--- src/rtl/regffte_addr_arb_if.sv ---
// Bus bundle between the FFT/MFCC address sources and the regffte port arbiter.
// master = source side (requests, addresses); slave = arbiter side (grants, RAM port).
interface regffte_addr_arb_if #(
    parameter int NSRC = 2,
    parameter int AW   = 6
);
    localparam int SW = (NSRC > 1) ? $clog2(NSRC) : 1;

    logic [NSRC-1:0]    req;
    logic [NSRC-1:0]    last;
    logic [NSRC*AW-1:0] addr_in;
    logic [NSRC-1:0]    we_in;
    logic [NSRC-1:0]    gnt;
    logic [AW-1:0]      regffte_addr;
    logic               regffte_we;
    logic               regffte_vld;
    logic [SW-1:0]      cur_src;
    logic               addr_err;

    modport master (
        output req, last, addr_in, we_in,
        input  gnt, regffte_addr, regffte_we, regffte_vld, cur_src, addr_err
    );

    modport slave (
        input  req, last, addr_in, we_in,
        output gnt, regffte_addr, regffte_we, regffte_vld, cur_src, addr_err
    );
endinterface

--- src/rtl/regffte_addr_arb.sv ---
// Round-robin burst arbiter for the single regffte RAM port; registered address/we/vld.
// Optional range check on granted addresses enabled by REGFFTE_ARB_ADDR_CHK_EN.
//
// state | meaning
// IDLE  | no owner; pick next requester starting at ptr (grant bubble cycle)
// BUSY  | owner holds port; beats pass until last or idle timeout
module regffte_addr_arb #(
    parameter int NSRC    = 2,
    parameter int AW      = 6,
    parameter int DEPTH   = 64,
    parameter int TIMEOUT = 8
) (
    input  logic               clk,
    input  logic               rst_n,
    regffte_addr_arb_if.slave  bus
);
    localparam int SW = (NSRC > 1) ? $clog2(NSRC) : 1;
    localparam int TW = $clog2(TIMEOUT + 1);
    localparam logic [TW-1:0] IDLE_LAST = TW'(TIMEOUT - 1);
    localparam logic [SW-1:0] SRC_LAST  = SW'(NSRC - 1);

    if (NSRC < 2 || TIMEOUT < 1 || DEPTH < 1 || DEPTH > (1 << AW)) begin : g_bad_param
        $error("regffte_addr_arb: illegal parameter combination");
    end

    typedef enum logic {
        IDLE = 1'b0,
        BUSY = 1'b1
    } state_t;

    state_t        state;
    state_t        state_nxt;
    logic [SW-1:0] owner;
    logic [SW-1:0] ptr;
    logic [SW-1:0] winner;
    logic [SW-1:0] ptr_nxt;
    logic [TW-1:0] idle_cnt;
    logic          any_req;
    logic          own_req;
    logic          own_last;
    logic          own_we;
    logic [AW-1:0] own_addr;
    logic          addr_ok;
    logic          rel;
    logic [AW-1:0] addr_q;
    logic          we_q;
    logic          vld_q;

    // Round-robin search starting at ptr, wrapping at NSRC (not at 2**SW)
    always_comb begin
        int cand;
        winner  = ptr;
        any_req = 1'b0;
        cand    = 0;
        for (int i = 0; i < NSRC; i++) begin
            cand = int'(ptr) + i;
            if (cand >= NSRC) begin
                cand = cand - NSRC;
            end
            if (!any_req && bus.req[cand]) begin
                any_req = 1'b1;
                winner  = SW'(cand);
            end
        end
    end

    always_comb begin
        own_req  = 1'b0;
        own_last = 1'b0;
        own_we   = 1'b0;
        own_addr = '0;
        for (int s = 0; s < NSRC; s++) begin
            if (owner == SW'(s)) begin
                own_req  = bus.req[s];
                own_last = bus.last[s];
                own_we   = bus.we_in[s];
                own_addr = bus.addr_in[s*AW +: AW];
            end
        end
    end

    // A dropped (out-of-range) last beat still releases the port
    assign rel     = (state == BUSY) && (own_req ? own_last : (idle_cnt == IDLE_LAST));
    assign ptr_nxt = (owner == SRC_LAST) ? '0 : owner + SW'(1);

    always_ff @(posedge clk or negedge rst_n) begin
        if (!rst_n) begin
            state <= IDLE;
        end else begin
            state <= state_nxt;
        end
    end

    always_comb begin
        state_nxt = state;
        case (state)
            IDLE:    if (any_req) state_nxt = BUSY;
            BUSY:    if (rel)     state_nxt = IDLE;
            default: state_nxt = IDLE;
        endcase
    end

    always_comb begin
        bus.gnt = '0;
        for (int s = 0; s < NSRC; s++) begin
            if (state == BUSY && owner == SW'(s)) begin
                bus.gnt[s] = 1'b1;
            end
        end
    end

    always_ff @(posedge clk or negedge rst_n) begin
        if (!rst_n) begin
            owner    <= '0;
            ptr      <= '0;
            idle_cnt <= '0;
            addr_q   <= '0;
            we_q     <= 1'b0;
            vld_q    <= 1'b0;
        end else begin
            case (state)
                IDLE: begin
                    vld_q    <= 1'b0;
                    we_q     <= 1'b0;
                    idle_cnt <= '0;
                    if (any_req) begin
                        owner <= winner;
                    end
                end
                BUSY: begin
                    if (own_req) begin
                        idle_cnt <= '0;
                        if (addr_ok) begin
                            addr_q <= own_addr;
                            we_q   <= own_we;
                            vld_q  <= 1'b1;
                        end else begin
                            we_q   <= 1'b0;
                            vld_q  <= 1'b0;
                        end
                    end else begin
                        idle_cnt <= idle_cnt + TW'(1);
                        we_q     <= 1'b0;
                        vld_q    <= 1'b0;
                    end
                    if (rel) begin
                        ptr      <= ptr_nxt;
                        idle_cnt <= '0;
                    end
                end
                default: begin
                    vld_q <= 1'b0;
                    we_q  <= 1'b0;
                end
            endcase
        end
    end

`ifdef REGFFTE_ARB_ADDR_CHK_EN
    localparam logic [AW:0] DEPTH_LIM = (AW+1)'(DEPTH);
    logic err_q;

    assign addr_ok = ({1'b0, own_addr} < DEPTH_LIM);

    always_ff @(posedge clk or negedge rst_n) begin
        if (!rst_n) begin
            err_q <= 1'b0;
        end else if (state == BUSY && own_req && !addr_ok) begin
            err_q <= 1'b1;
        end
    end

    assign bus.addr_err = err_q;
`else
    assign addr_ok      = 1'b1;
    assign bus.addr_err = 1'b0;
`endif

    assign bus.regffte_addr = addr_q;
    assign bus.regffte_we   = we_q;
    assign bus.regffte_vld  = vld_q;
    assign bus.cur_src      = owner;
endmodule

--- src/flat_wrapper.sv ---
// flat-port wrapper written by rule: the top's interface ports become plain ports
module regffte_addr_arb_flat 
#(
    parameter int NSRC    = 2,
    parameter int AW      = 6,
    parameter int DEPTH   = 64,
    parameter int TIMEOUT = 8
)
  (clk, rst_n, bus_req, bus_last, bus_addr_in, bus_we_in, bus_gnt, bus_regffte_addr, bus_regffte_we, bus_regffte_vld, bus_cur_src, bus_addr_err);
  regffte_addr_arb_if #(.NSRC(NSRC), .AW(AW)) bus_i ();
  input  logic clk;
  input  logic rst_n;
  input wire logic [$bits(bus_i.req)-1:0] bus_req;
  input wire logic [$bits(bus_i.last)-1:0] bus_last;
  input wire logic [$bits(bus_i.addr_in)-1:0] bus_addr_in;
  input wire logic [$bits(bus_i.we_in)-1:0] bus_we_in;
  output wire logic [$bits(bus_i.gnt)-1:0] bus_gnt;
  output wire logic [$bits(bus_i.regffte_addr)-1:0] bus_regffte_addr;
  output wire logic [$bits(bus_i.regffte_we)-1:0] bus_regffte_we;
  output wire logic [$bits(bus_i.regffte_vld)-1:0] bus_regffte_vld;
  output wire logic [$bits(bus_i.cur_src)-1:0] bus_cur_src;
  output wire logic [$bits(bus_i.addr_err)-1:0] bus_addr_err;
  assign bus_i.req = bus_req;
  assign bus_i.last = bus_last;
  assign bus_i.addr_in = bus_addr_in;
  assign bus_i.we_in = bus_we_in;
  assign bus_gnt = bus_i.gnt;
  assign bus_regffte_addr = bus_i.regffte_addr;
  assign bus_regffte_we = bus_i.regffte_we;
  assign bus_regffte_vld = bus_i.regffte_vld;
  assign bus_cur_src = bus_i.cur_src;
  assign bus_addr_err = bus_i.addr_err;
  regffte_addr_arb #(.NSRC(NSRC), .AW(AW), .DEPTH(DEPTH), .TIMEOUT(TIMEOUT)) u_core (.clk(clk), .rst_n(rst_n), .bus(bus_i));
endmodule
--- config.mk ---
export PLATFORM = sky130hd
export DESIGN_NAME = regffte_addr_arb_flat
export DESIGN_NICKNAME = d
export VERILOG_FILES = /design/src/rtl/regffte_addr_arb_if.sv /design/src/rtl/regffte_addr_arb.sv /design/src/flat_wrapper.sv
export SDC_FILE = /design/constraint.sdc
export NUM_CORES = 1
export LEC_CHECK = 0
export BUFFER_PORTS_ARGS = -buffer_cell sky130_fd_sc_hd__buf_2
export CORE_AREA = 2 2 42 44
export CTS_CLUSTER_DIAMETER = 60
export DETAILED_ROUTE_END_ITERATION = 8
export DIE_AREA = 0 0 44 46
export GPL_TIMING_DRIVEN = 0
export PLACE_DENSITY = 0.85
export SLEW_MARGIN = 40
export SYNTH_ARGS = -nofsm -noshare
export SYNTH_HDL_FRONTEND = slang
export SYNTH_SLANG_ARGS = --single-unit
--- constraint.sdc ---
create_clock -name clk -period 4.03 [get_ports clk]
set_clock_uncertainty 0.05 [all_clocks]
set_input_delay 0.2015 -clock clk [delete_from_list [all_inputs] [get_ports clk]]
set_output_delay 0.2015 -clock clk [all_outputs]
set_load 0.02 [all_outputs]
# == Yosys cells after proc, flatten, opt, wreduce, memory -nomap -nowiden ==
# Index checks and enable logic that the tools add are counted.
# classes
n_addsub,5
n_lt_le_gt_ge,4
n_eq_ne,1
n_mux,30
bitwise,2
reduce_logical,8
# op_table
op,count
$lt A32 B3 Y1 const B,2
$mux W32,2
$ge A32 B3 Y1 const B,1
$sub A32 B3 Y32 const B,1
$mux W1,21
$mux W4,2
$pmux W4 S2,1
$mux W6,1
$pmux W1 S2,3
$reduce_and A2 Y1,3
$add A4 B1 Y4 const B,1
$eq A4 B3 Y1 const B,1
$logic_and A1 B1 Y1,4
$sub A1 B2 Y3 const B,1
$add A1 B1 Y2 const B,1
$ge A1 B2 Y1 const B,1
$not A1 Y1,2
$add A1 B1 Y1 const B,1
$logic_not A1 Y1,1
# totals
register_bits,15
inputBits,20
out_inout_bits,12

# == Logic depth before layout (Yosys ltp) ==
# depth
ltp_word,11
depth_mapped,4

# == Least setup slack after synthesis ==
# Ideal clock, no wire load.
# synth_path
path_kind,reg-to-reg
from,"register u_core.owner, in the netlist u_core.bus.cur_src"
to,register u_core.ptr
arrival_ps,1223
required_ps,3855
path_slack_ps,2632
stages_incl_launch_ff,4
n_path_buf,0
cell_sequence,dfrtp_1 -> mux2_4 -> o41ai_2 -> o2bb2ai_1
# synth_via
elab_chain_cells,4
word_cells_on_any_way,7
# synth_lines
item,line,rtl
"start, declared",regffte_addr_arb.sv:33,logic [SW-1:0] owner;
"start signal, assigned",regffte_addr_arb.sv:127,owner <= winner;
$mux W1,regffte_addr_arb.sv:73,if (owner == SW'(s)) begin
$mux W1,regffte_addr_arb.sv:83,assign rel = (state == BUSY) && (own_req ? own_last : (idle_cnt == IDLE_LAST));
$logic_and A1 B1 Y1,regffte_addr_arb.sv:83,
$reduce_and A2 Y1 (no source line),n/a,
"end signal, assigned",regffte_addr_arb.sv:147,ptr <= ptr_nxt;
"end, declared",regffte_addr_arb.sv:34,logic [SW-1:0] ptr;
# Several ways; a longest one is shown, not always the timed one.
# A chain may end at the register's enable or synchronous reset.

# == Final worst setup path ==
# layout_path
from,register u_core.state
to,output port bus_gnt[0]
# layout_via
elab_chain_cells,2
# layout_lines
item,line,rtl
"start, declared",regffte_addr_arb.sv:31,state_t state;
"start signal, assigned",regffte_addr_arb.sv:90,state <= state_nxt;
$logic_and A1 B1 Y1,regffte_addr_arb.sv:106,if (state == BUSY && owner == SW'(s)) begin
$mux W1,regffte_addr_arb.sv:106,
"end, declared",flat_wrapper.sv:17,output wire logic [$bits(bus_i.gnt)-1:0] bus_gnt;
# Every way passes these cells.

==> qor.yml <==
ys_warn_count: 0
place.gp.congestion: 0.838
drv_slew: 0
dp_hpwl_um: 1160
grtUsageTotal_pct: 15.8
first_pass_iters: 2
antenna_found_initial: 0
core_um2: 1610
hold_violations: 0
syn_area_um2: 728
clock.fmax_mhz: 580
relSlewSlack_pct: 67.8
min_period_ns: 1.72
diodes: 0
drive_gt1_share_pct: 39.8
hold_slack_ns: 0.114
seqPwrFrac_pct: 37.8
ctsLongestPathBuffers: 2
internal-power_uw: 388
grt.overflow.total: 0
crit_fanout: 10
switchingPower_uw: 298
chipWidth_um: 44
timing.final.crit_share_pct: 42.8
synth_area_leader_cell: "dfrtp_1"
htreeDepth: 1
syn-num-nets: 89
ys_types: 25
wl_um: 1450
grt_pass1_vias: 538
whs_path_depth: 2
ys_ff_latch: 15
post-place-ws_ns: 2.62
area_delta_synth_final_pct: 28.5
swShare_pct: 43.4
setup.worst_path.start_class: "flip-flop"
maxCapViolCount: 0
reg2regPathDepth: 3
cp-end-kind: "output port"
fin_ws_ns: 2.31
rows: 15
die_h_um: 46
netlist_instances: 68
boundaryPins: 32
clock_power_share_pct: 12.2
netlist.area_leader.share_pct: 51.5
drtIter0Drc: 4
critical_path_depth: 4
seq_area_frac_synth_pct: 51.5
wl_per_cell_um: 12.1
cts_root_buf: "clkbuf_4"
drc: 0
p_per_area_nw_per_um2: 733
path_delay_family: "buffers and inverters"
port_buffers: 30
tritoncts: "built"
status: "completed"
utilization_pct: 58.0
viasPerCell: 4.98
post_cts_buffers: 0
hold_class: "input pin to flip-flop"
place_area_um2: 900
cts_resized: 0
clk_pin_slew_worst_paths_ns: 0.09
ant_nets: 0
p_leak_nw: 0.485
numCtsBuffers: 3
netlist_top_cells_area: "dfrtp_1 (52%), mux2i_1 (12%), o21ai_1 (8.2%), nor2_1 (2.6%), o41ai_2 (2.2%)"
grt_max_degree: 16
start_util_pct: 45.1
worstPathRequired_ns: 3.78
die-area_um2: 2020
arrival_ns: 1.47
finish.instance_area_um2: 936
crit_chain: "inv_2, clkbuf_1, nor2_1, buf_2"
p_comb_share_pct: 50.0
dr_total_vias: 598
worstSetupPathType: "flip-flop to output port"
clock_latency_ns: 0.28
worst_slew_pin_slew_ns: 0.474
clock_sinks: 15
grt_pass1_wl_um: 2240
cpPeakStageDelay_ns: 0.46
ir_drop_mv: 0.261
avgSynthCellArea_um2: 10.7
setup_tns_ns: 0
rsz0062_at_grt: "false"
layout.nets: 125
path_buf_inv: 3
setup_viol: 0
crit_slowest_cell: "dfrtp_1"
[synth_stat cells (all sizes together)]
library cell and n:
nor3 3, nor2 5, xnor2 1, o41ai 1, a31oi 1, a21oi 2, o21ai 12, o2bb2ai 1
dfrtp 15, mux2 1, buf 2, clkbuf 1, inv 3, nand3b 1, conb 1, nand3 2
and2 1, xor2 1, nand2 3, mux2i 10, ha 1
[path summary, 6_finish.rpt]
check	startpoint	end	slack (ns)
worst min register to register	u_core.idle_cnt[0]	u_core.idle_cnt[0]	0.42
worst min-delay path	bus_req[0]	u_core.bus.cur_src	0.11
worst max register to register	u_core.bus.cur_src	u_core.idle_cnt[3]	2.59
max in group asynchronous	rst_n	u_core.idle_cnt[1]	3.38
min in group asynchronous	rst_n	u_core.bus.regffte_addr[1]	0.30
worst max-delay path	u_core.state	bus_gnt[0]	2.31
[layer usage]
metal | global-route usage, % | routed length [um] | up-vias
li1 | - | - | 308
met1 | 19.1 | 629 | 269
met2 | 26.8 | 740 | 19
met3 | 2.38 | 70 | 2
met4 | 9.09 | 14 | 0
met5 | 0 | 0 | -
[timing repair]
item | 4_1_cts | 5_1_grt
hold buffers | 1 | 0
endpoints found under the setup margin | 0 | 0
hold endpoints to repair | 15 | 0
[cells by family after synthesis]
family | synth area share [%]
AO/OA/AOI/OAI | 13.9
XOR/XNOR | 2.41
adder cells (fa/ha/maj) | 1.72
buffers and inverters | 3.78
flip-flops | 51.5
multiplexers | 16.3
other | 0.515
AND/OR/NAND/NOR | 9.80
[per-stage QoR]
stage	power, mW	cells
CTS	0.696	120
detailed placement	0.610	115
global route	0.739	120
global placement	0.596	115
floorplan	0.502	68
finish	0.686	120
[power by group through the flow]
stage | Sequential, mW | Clock (mW) | Combinational (mW)
after floorplan | 0.310 | 0 | 0.192
after global placement | 0.259 | 0 | 0.337
after detailed placement | 0.264 | 0 | 0.347
after CTS | 0.261 | 0.0866 | 0.348
after global routing | 0.267 | 0.0916 | 0.380
final | 0.259 | 0.0838 | 0.343
[placed cells by master (no fill, tap or decap), types with 2 or more instances in the layout]
master	n
o21ai_1	12
dfrtp_1	15
buf_2	31
nor2_1	5
nor3_1	3
clkbuf_1	2
mux2i_1	9
nand3_1	2
nand2_1	2
inv_2	2
clkbuf_4	3
a21oi_1	2
[layout make-up]
| class | count | area [um^2] |
|---|---|---|
| repair buffers | 31 | 160 |
| multi-input cells | 47 | 325 |
| fillers | 151 | 678 |
| well taps | 17 | 21.3 |
| flip-flops and latches | 15 | 375 |
| plain buffers | 3 | 16.3 |
| clock buffers | 4 | 26.3 |
| inverters | 3 | 11.3 |
[sequential cells by signal, indices dropped and copies added, names as in the netlist]
signal and flops:
u_core.state 1, u_core.bus.regffte_vld 1, u_core.bus.regffte_we 1, u_core.bus.cur_src 1, u_core.bus.regffte_addr 6, u_core.idle_cnt 4, u_core.ptr 1
Power figures use the tool's default switching activity.
